==> src/rtl/audio_dsm_multi_out.sv <==
// N-channel first-order delta-sigma 1-bit audio output with a frame FIFO.
// Frames are pushed via valid/ready, popped one per sample period, and modulated every clk.
//
// Ports:
//   clk, reset       system clock, synchronous active-high reset
//   enable           1 = run sample divider and pop frames; 0 = hold regs forced to zero
//   in_data          frame, channel k at [k*WIDTH +: WIDTH], signed two's complement
//   in_valid         frame offered
//   in_ready         FIFO not full
//   fifo_level       frames stored (0..2**FIFO_LOG2)
//   sample_tick      one-cycle pulse at each sample-period boundary
//   underrun         one-cycle pulse: tick with FIFO empty
//   audio_out        1-bit modulator outputs, bit k = channel k
module audio_dsm_multi_out #(
    parameter int CHANNELS  = 2,
    parameter int WIDTH     = 16,
    parameter int DIV       = 408,
    parameter int FIFO_LOG2 = 4
) (
    input  logic                      clk,
    input  logic                      reset,
    input  logic                      enable,
    input  logic [CHANNELS*WIDTH-1:0] in_data,
    input  logic                      in_valid,
    output logic                      in_ready,
    output logic [FIFO_LOG2:0]        fifo_level,
    output logic                      sample_tick,
    output logic                      underrun,
    output logic [CHANNELS-1:0]       audio_out
);

    localparam int DEPTH = 1 << FIFO_LOG2;
    localparam int CW    = (DIV > 1) ? $clog2(DIV) : 1;

    localparam logic [FIFO_LOG2:0]   FULL    = (FIFO_LOG2+1)'(DEPTH);
    localparam logic [FIFO_LOG2:0]   LVL_ONE = (FIFO_LOG2+1)'(1);
    localparam logic [FIFO_LOG2-1:0] PTR_ONE = FIFO_LOG2'(1);
    localparam logic [CW-1:0]        CNT_MAX = CW'(DIV - 1);
    localparam logic [CW-1:0]        CNT_ONE = CW'(1);

    logic [CHANNELS*WIDTH-1:0] mem [DEPTH];
    logic [FIFO_LOG2-1:0]      wr_ptr;
    logic [FIFO_LOG2-1:0]      rd_ptr;
    logic [FIFO_LOG2:0]        level;

    logic [CW-1:0]             cnt;
    logic                      tick_q;

    logic [CHANNELS-1:0][WIDTH-1:0] hold;
    logic [CHANNELS-1:0][WIDTH-1:0] acc;
    logic [CHANNELS-1:0][WIDTH-1:0] u;
    logic [CHANNELS-1:0][WIDTH:0]   sum;

    logic push;
    logic pop;

    // Ready comes from registered level only, so a same-cycle pop never
    // opens a slot for a push when full.
    assign in_ready    = (level != FULL);
    assign fifo_level  = level;
    assign sample_tick = tick_q & enable;
    assign underrun    = sample_tick & (level == '0);
    assign push        = in_valid & in_ready;
    assign pop         = sample_tick & (level != '0);

    // Frame storage needs no reset: pointers alone define validity.
    always_ff @(posedge clk) begin
        if (push) begin
            mem[wr_ptr] <= in_data;
        end
    end

    always_ff @(posedge clk) begin
        if (reset) begin
            wr_ptr <= '0;
            rd_ptr <= '0;
            level  <= '0;
        end else begin
            if (push) begin
                wr_ptr <= wr_ptr + PTR_ONE;
            end
            if (pop) begin
                rd_ptr <= rd_ptr + PTR_ONE;
            end
            if (push && !pop) begin
                level <= level + LVL_ONE;
            end else if (pop && !push) begin
                level <= level - LVL_ONE;
            end
        end
    end

    // Tick is registered: it is raised on the edge where the count wraps,
    // so the first tick lands DIV cycles after enable rises.
    always_ff @(posedge clk) begin
        if (reset || !enable) begin
            cnt    <= '0;
            tick_q <= 1'b0;
        end else if (cnt == CNT_MAX) begin
            cnt    <= '0;
            tick_q <= 1'b1;
        end else begin
            cnt    <= cnt + CNT_ONE;
            tick_q <= 1'b0;
        end
    end

    // Underrun keeps the last frame; disabling parks the output at mid-scale.
    always_ff @(posedge clk) begin
        if (reset || !enable) begin
            hold <= '0;
        end else if (pop) begin
            hold <= mem[rd_ptr];
        end
    end

    // Sign flip turns two's complement into offset binary; the carry out
    // of the accumulator is the 1-bit output.
    always_comb begin
        for (int k = 0; k < CHANNELS; k++) begin
            u[k]   = {~hold[k][WIDTH-1], hold[k][WIDTH-2:0]};
            sum[k] = {1'b0, acc[k]} + {1'b0, u[k]};
        end
    end

    always_ff @(posedge clk) begin
        if (reset) begin
            acc       <= '0;
            audio_out <= '0;
        end else begin
            for (int k = 0; k < CHANNELS; k++) begin
                acc[k]       <= sum[k][WIDTH-1:0];
                audio_out[k] <= sum[k][WIDTH];
            end
        end
    end

endmodule

==> config.mk <==
export PLATFORM = sky130hd
export DESIGN_NAME = audio_dsm_multi_out
export DESIGN_NICKNAME = d
export VERILOG_FILES = /design/src/rtl/audio_dsm_multi_out.sv
export SDC_FILE = /design/constraint.sdc
export NUM_CORES = 1
export LEC_CHECK = 0
export ABC_AREA = 0
export BUFFER_PORTS_ARGS = -buffer_cell sky130_fd_sc_hd__buf_4
export CAP_MARGIN = 15
export CORE_AREA = 2 2 226 272
export DETAILED_ROUTE_END_ITERATION = 10
export DIE_AREA = 0 0 228 274
export PLACE_DENSITY = 0.65
export SYNTH_ARGS = -nofsm -noshare
export SYNTH_HDL_FRONTEND = slang
export SYNTH_SLANG_ARGS = --single-unit
==> constraint.sdc <==
create_clock -name clk -period 10.4 [get_ports clk]
set_input_delay 2.08 -clock clk [delete_from_list [all_inputs] [get_ports clk]]
set_output_delay 2.08 -clock clk [all_outputs]
set_load 0.05 [all_outputs]
# After elaboration in Yosys (flattened, before gate mapping)
# Memory sizes are Yosys's and may differ from the RTL's. A register that Yosys moved wholly into a read port is not among the register bits.
# Index checks and enable logic that the tools add are counted.
[classes] add_sub_neg=7 n_eq_ne=2 muxes=5 bitwise_logic=6 reduce_logical=10
[op_table] cell="adder 16 x 16 -> 17 bit" n=2
[op_table] cell="2-to-1 mux 5 bit" n=2
[op_table] cell="adder 9 x 1 -> 9 bit, second input constant" n=1
[op_table] cell="equality test 9 bit, second input constant" n=1
[op_table] cell="adder 4 x 1 -> 4 bit, second input constant" n=2
[op_table] cell="adder 5 x 1 -> 5 bit, second input constant" n=1
[op_table] cell="logical NOT 5 bit" n=1
[op_table] cell="!= test 5 bit, second input constant" n=1
[op_table] cell="nonzero test 5 bit" n=1
[op_table] cell="subtractor 5 x 1 -> 5 bit, second input constant" n=1
[op_table] cell="AND 1 bit" n=4
[op_table] cell="logical NOT 1 bit" n=3
[op_table] cell="2-to-1 mux 1 bit" n=3
[op_table] cell="logical AND 1 bit" n=2
[op_table] cell="inverter 1 bit" n=2
[op_table] cell="nonzero test 2 bit" n=1
[op_table] cell="OR reduction 2 bit" n=1
[op_table] cell="logical OR 1 bit" n=1
[totals] register_bits=57 ramBits=512 input_bits=36 mem_count=1
[memory_table] name="mem" words=16 width=32 rd=1 rd_clocked_by_memory_dff=1 write_ports=1 line_no="41" text="logic [CHANNELS*WIDTH-1:0] mem [DEPTH];"

# Longest topological paths before layout
# Gate-level depths: netlist of the first run.
[logic_depth] ltp_word=6 depth_mapped=13 ltp_nobuf=13

# Least setup slack after synthesis of the first run
# OpenSTA, ideal clock, no wires.
[synth_path] path_kind="input to register" from="in in_valid" to="mem mem[3][0] (netlist name), enable pin" setup_ns=0.461 arrival_time_ns=4.843 required_ns=9.939 setup_slack_ns=5.096 path_stages=4 path_buffers=1 cell_sequence="and2_1 -> clkbuf_1 -> nand2_1 -> nor3_1"
[synth_between] elab_chain_cells=3
[synth_lines] element="start, declared" line_no="24" text="input logic in_valid,"
[synth_lines] element="AND 1 bit" line_no="63" text="assign push = in_valid & in_ready;"
[synth_lines] element="net push" line_no="54" text="logic push;"
[synth_lines] element="2-to-1 mux 1 bit" line_no="68" text="if (push) begin"
[synth_lines] element="2-to-1 mux 1 bit (not written as such)" line_no="69" text="mem[wr_ptr] <= in_data;"
[synth_lines] element="end, declared" line_no="41"
# The timed path passes the listed nets, and every way through them passes these cells.

# Final worst setup path of the first run
[layout_path] from="in enable" to="out underrun"
[layout_between] elab_chain_cells=2
[layout_lines] element="start, declared" line_no="22" text="input logic enable,"
[layout_lines] element="AND 1 bit" line_no="61" text="assign sample_tick = tick_q & enable;"
[layout_lines] element="AND 1 bit" line_no="62" text="assign underrun = sample_tick & (level == '0);"
[layout_lines] element="end, declared" line_no="28" text="output logic underrun,"
# No other way between the ends.

==> flow_summary.yaml, run 1 <==
setup_path:
  ff2ff_path_depth: 6
  cpMaxStageDelayCell: "buf_4"
  critPathKind: "in2out"
  worst_path_most_repeated_cell: "buf_4"
  cp-start-kind: "input port"
  cp.arrival_ns: 2.62
  max_stage_delay_ns: 0.22
  endpoint: "underrun"
  worstPathCellList: "buf_4, nand2_1, nor3_1, buf_4"
  r2r-end: "hold[0]"
  worst-r2r-setup-slack_ns: 6.78
  reg2reg_from: "rd_ptr[0]"
  end_kind: "output port"
  required_ns: 8.32
  critPathMaxFanout: 3
  startpoint: "enable"
flow_run:
  maxCapViolCount: 0
timing:
  min_period_ns: 4.70
  max_slew.worst_pin.slew_ns: 1.14
  finalHoldViolCount: 0
  max_freq_ghz: 0.213
  fin_setup_tns_ns: 0
  maxSlewHeadroom_pct: 24.1
  clock_skew_ns: 0.0308
  rsz0062_at_grt: "no"
  setup_viol_count_final: 0
  fin_crit_sh_pct: 45.1
  timing.hold.ws_ns: 0.449
  slew_viol_final: 0
layout:
  ff_latch_area_um2: 17200
  post-route-cell-area_um2: 27000
  num-nets-final: 1410
  diodes: 0
  syn_to_final_growth_pct: 13.9
  n_fill_cell: 5176
  fin_util_pct: 44.9
  layout-drive-gt1-share_pct: 25.3
  multiInputGateArea_um2: 6240
drt:
  drt_first_pass_iters: 7
  route.detailed.drc: 0
  wl_per_cell_um: 21.6
  post_drt_via_cell_ratio: 5.25
  drtAntennaViolNets: 0
  drt_iter0_drc: 1006
  vias: 11500
  drt-total-wl_mm: 47.1
global_route:
  grt_remaining_overflow: 0
  grt_pass1_wl_mm: 72.3
  track_usage_pct: 15.2
  grt_pass1_vias: 12000
  antenna_found_initial: 2
  grt_max_degree: 70
place:
  dp_hpwl_mm: 26.9
  placed_cell_area_um2: 25100
  portBuffers: 45
  gp_congestion: 0.798
clock_network:
  htreeDepth: 2
  clkLatencyLatePin_ns: 0.61
  clockRootBuffer: "clkbuf_16"
  postCtsSetupBuffers: 0
  cts_made_buffers: 55
  hold_buffers: 0
  cts.sinks: 601
  cts_tree: "yes"
  cts_resized: 0
  clkTransAtPathRegs_ns: 0.06
  clockBufferDepth: 3
yosys:
  yosysSeqAreaShare_pct: 72.2
  ys_ff_latch: 601
  synth_edf_count: 512
  synthFlopType: "edfxtp_1"
  ys_warn_count: 0
  synth_cell_types: 54
  async_flop_share_pct: 0
  syn_area_um2: 23700
  netlist_instances: 1253
  syn_nets: 1334
  syn_avg_cell_area_um2: 19.0
floorplanning:
  die_w_um: 228
  design.core.area_um2: 60200
  die-area_um2: 62500
  placementRows: 99
  initial_core_util_pct: 39.4
  ios: 46
  die_h_um: 274
worst_hold_path:
  min-delay-start: "hold[28]"
  min_path_type: "reg2reg"
outcome:
  outcome: "complete, no violations"
pwr:
  pwr_density_cell_nw_per_um2: 186
  power.total_mw: 5.04
  p_leak_nw: 8.74
  vdd_ir_drop_max_mv: 0.120
## where the power goes
group | total, mW | internal, mW | switching [mW]
Sequential | 2.69 | 2.67 | 0.0199
Clock | 2.11 | 1.23 | 0.883
Combinational | 0.245 | 0.0892 | 0.156
## Yosys cell counts, types with 3 or more instances
| master | number | share of area [%] |
|---|---|---|
| buf_2 | 11 | 0.23 |
| xor2_1 | 20 | 0.74 |
| nor3_1 | 9 | 0.19 |
| xnor2_1 | 17 | 0.63 |
| o21bai_1 | 6 | 0.19 |
| clkinv_1 | 30 | 0.47 |
| a21o_1 | 15 | 0.47 |
| nand3_1 | 8 | 0.17 |
| nand2_1 | 57 | 0.90 |
| a211oi_1 | 3 | 0.095 |
| clkbuf_1 | 22 | 0.35 |
| and2_1 | 4 | 0.11 |
| o21ai_1 | 35 | 0.74 |
| mux4_2 | 160 | 15 |
| o21ai_0 | 12 | 0.25 |
| nor2_1 | 72 | 1.1 |
| fa_1 | 3 | 0.25 |
| inv_1 | 15 | 0.24 |
| edfxtp_1 | 512 | 65 |
| and3_1 | 3 | 0.079 |
| a21oi_1 | 29 | 0.61 |
| nand2b_1 | 3 | 0.079 |
| nor2b_1 | 7 | 0.18 |
| nand4_1 | 7 | 0.18 |
| ha_1 | 42 | 2.2 |
| a31oi_1 | 6 | 0.16 |
| or3_1 | 4 | 0.11 |
| dfxtp_1 | 89 | 7.5 |
| buf_6 | 11 | 0.52 |
| buf_1 | 10 | 0.16 |
## cell usage in the layout (no fill, tap or decap), drive strengths merged, types with 17 or more instances in the layout
| cell type | instances |
|---|---|
| a21oi | 29 |
| buf | 73 |
| clkbuf | 65 |
| clkinv | 51 |
| dfxtp | 89 |
| edfxtp | 512 |
| ha | 42 |
| inv | 18 |
| mux4 | 160 |
| nand2 | 57 |
| nor2 | 72 |
| o21ai | 47 |
| xnor2 | 17 |
| xor2 | 20 |
## how the worst min path moves through the flow
stage,end,cells after the start
finish,hold[28],2
global route,hold[21],2
CTS,hold[28],2
detailed placement,hold[28],2
global placement,hold[18],2
floorplan,hold[15],2
## kinds of logic (layout without fill, tap and decap cells)
group,Yosys count,in the layout,synth area share (%)
XOR/XNOR,37,37,1.36
buffers and inverters,99,221,1.97
flip-flops,601,601,72.2
AND/OR/NAND/NOR,181,181,3.37
multiplexers,165,165,15.4
adder cells (fa/ha/maj),45,45,2.47
AO/OA/AOI/OAI,125,125,3.19
## layout make-up
class | instances | area share [%]
Sequential cell | 601 | 63.5
Multi-Input combinational cell | 553 | 23.1
Clock buffer | 65 | 5.35
Tap cell | 808 | 3.74
Timing Repair Buffer | 73 | 2.03
Clock inverter | 38 | 1.73
Inverter | 45 | 0.625
## through the flow
stage	setup WS, ns	cells
final	5.70	2183
after global routing	5.66	2183
after CTS	5.71	2183
after detailed placement	5.71	2080
after global placement	5.70	2080
after floorplan	5.10	1253
## registers in the layout, summed over array words and instances (netlist names)
name,count
audio_out,2
tick_q,1
wr_ptr,4
rd_ptr,4
fifo_level,5
mem,512
acc,32
hold,32
cnt,9
## worst max-delay path, delay by kind of cell
kind	cells	cell delay (ns)
buffers and inverters	2	0.31
and+or+nand+nor	2	0.22
## metal layers
metal | vias to the layer above | share of wire, % | wire [um] | GRT usage [%]
li1 | 5132 | - | - | -
met1 | 6010 | 42 | 19900 | 19.9
met2 | 261 | 51 | 23900 | 26.5
met3 | 56 | 4.9 | 2310 | 2.33
met4 | 4 | 1.9 | 883 | 4.13
met5 | - | 0.057 | 27 | 0
Note: power is estimated with default switching activity, not from simulation.
==> inputs of run 2 (changes only) <==
Clock period 10.4 ns to 4.8 ns, I/O delays scaled along.
==> flow_summary.yaml, run 2 (synthesis results as in run 1) <==
global_route:
  antenna_found_initial: 1
  grt_pass1_vias: 11900
  grt_pass1_wl_mm: 71.9
  track_usage_pct: 15.0
  grt_remaining_overflow: 0
  grt_max_degree: 84
pwr:
  vdd_ir_drop_max_mv: 0.225
  pwr_density_cell_nw_per_um2: 395
  p_leak_nw: 8.61
timing:
  timing.hold.ws_ns: 0.448
  max_slew.worst_pin.slew_ns: 1.08
  clock_skew_ns: 0.0180
  setup_viol_count_final: 0
  fin_setup_tns_ns: 0
  max_freq_ghz: 0.340
  finalHoldViolCount: 0
  rsz0062_at_grt: "no"
  maxSlewHeadroom_pct: 28.0
  fin_crit_sh_pct: 61.2
  min_period_ns: 2.94
  slew_viol_final: 0
clock_network:
  clockBufferDepth: 3
  cts_tree: "yes"
  clkTransAtPathRegs_ns: 0.06
  hold_buffers: 0
  cts_made_buffers: 55
  clkLatencyLatePin_ns: 0.60
  postCtsSetupBuffers: 0
  htreeDepth: 2
  clockRootBuffer: "clkbuf_16"
  cts.sinks: 601
  cts_resized: 0
setup_path:
  cp-start-kind: "register"
  ff2ff_path_depth: 12
  worstPathCellList: "or4_1, nor2_1, nor2_1, inv_1, ha_1, inv_1, fa_1, a21o_1, a21oi_1, xnor2_1, or3_1, a21oi_1"
  worst-r2r-setup-slack_ns: 1.86
  r2r-end: "fifo_level[4]"
  end_kind: "register"
  critPathKind: "reg2reg"
  cpMaxStageDelayCell: "or4_1"
  startpoint: "fifo_level[0]"
  cp.arrival_ns: 3.46
  max_stage_delay_ns: 0.57
  reg2reg_from: "fifo_level[0]"
  critPathMaxFanout: 7
  required_ns: 5.32
layout:
  syn_to_final_growth_pct: 13.0
  final_common_cell: "edfxtp_1"
  ff_latch_area_um2: 17200
  reg_top3: "mem (512), acc (32), hold (32)"
  fin_cells: 2167
  layout-drive-gt1-share_pct: 23.9
  largest_reg_flops: 512
  diodes: 0
  n_fill_cell: 5166
  layout_common_cells: "512 x edfxtp_1, 160 x mux4_2, 85 x dfxtp_1"
  top_register: "mem"
  num-nets-final: 1397
  multiInputGateArea_um2: 6240
drt:
  drt_iter0_drc: 929
  vias: 11500
  drt-total-wl_mm: 46.3
  drtAntennaViolNets: 0
  wl_met2_mm: 22.2
  post_drt_via_cell_ratio: 5.28
  m1WireLength_mm: 21.0
  drt_first_pass_iters: 7
  wl_per_cell_um: 21.4
  met3_length_mm: 2.21
  route.detailed.drc: 0
  highest_layer: "met4"
worst_hold_path:
  hold_end: "hold[15]"
  min_path_type: "reg2reg"
  min-delay-start: "hold[15]"
  min_path_cells: 2
floorplanning:
  placementRows: 99
  ios: 46
  die-area_um2: 62500
  initial_core_util_pct: 39.4
  die_h_um: 274
  design.core.area_um2: 60200
  die_w_um: 228
outcome:
  outcome: "complete, no violations"
flow_run:
  maxCapViolCount: 0
place:
  place_inst: 2067
  dp_hpwl_mm: 28.4
  gp_congestion: 0.743
  portBuffers: 45
## run 2: cell count changes in the layout (fill, tap and decap cells not counted), sizes merged
cell      previous run  this run
clkinv              51        50
inv                 18        16
bufinv               9         4
clkbuf              65        73
buf                 73        60
clkinvlp             5         2
## run 2: layout make-up
type | count | share of cell area (%)
Timing Repair Buffer | 60 | 1.82
Multi-Input combinational cell | 553 | 23.2
Clock inverter | 27 | 0.984
Clock buffer | 73 | 5.57
Sequential cell | 601 | 64.0
Tap cell | 808 | 3.77
Inverter | 45 | 0.630
## run 2: stage by stage
stage	util [%]	cell area (um^2)	worst slack [ns]	total power, mW
after global placement	41.6	25100	1.51	6.45
after CTS	44.6	26800	1.83	10.7
after global routing	44.6	26800	1.61	11.0
after floorplan	-	23700	0.248	6.24
final	44.6	26800	1.86	10.6
after detailed placement	41.6	25100	1.44	6.46
## run 2: how the worst max path moves through the flow
stage                     to  cells after the start
2_1_floorplan      mem[3][0]                      6
3_3_place_gp   fifo_level[4]                     12
3_5_place_dp   fifo_level[4]                     12
4_1_cts             underrun                      3
5_1_grt        fifo_level[4]                     12
6_report       fifo_level[4]                     12
## run 2: critical path, delay by kind of cell, from the launching register on
family	cells	cell delay (ns)
xor gates and xnor gates	1	0.09
adders and majority gates	2	0.58
and+or+nand+nor	4	1.14
DFF	1	0.37
AOI/OAI and AO/OA	3	0.49
buffers and inverters	2	0.19
## run 2: per-layer routing
metal | global-route usage, % | up-vias
met5 | 0 | -
met4 | 3.73 | 0
met3 | 2.53 | 62
met2 | 24.6 | 248
met1 | 21.1 | 6027
li1 | - | 5114
## run 2: report_power, final
part	internal [mW]	switching, mW
clock	2.41	1.85
combinational	0.187	0.329
sequential	5.78	0.0419
total	8.37	2.22
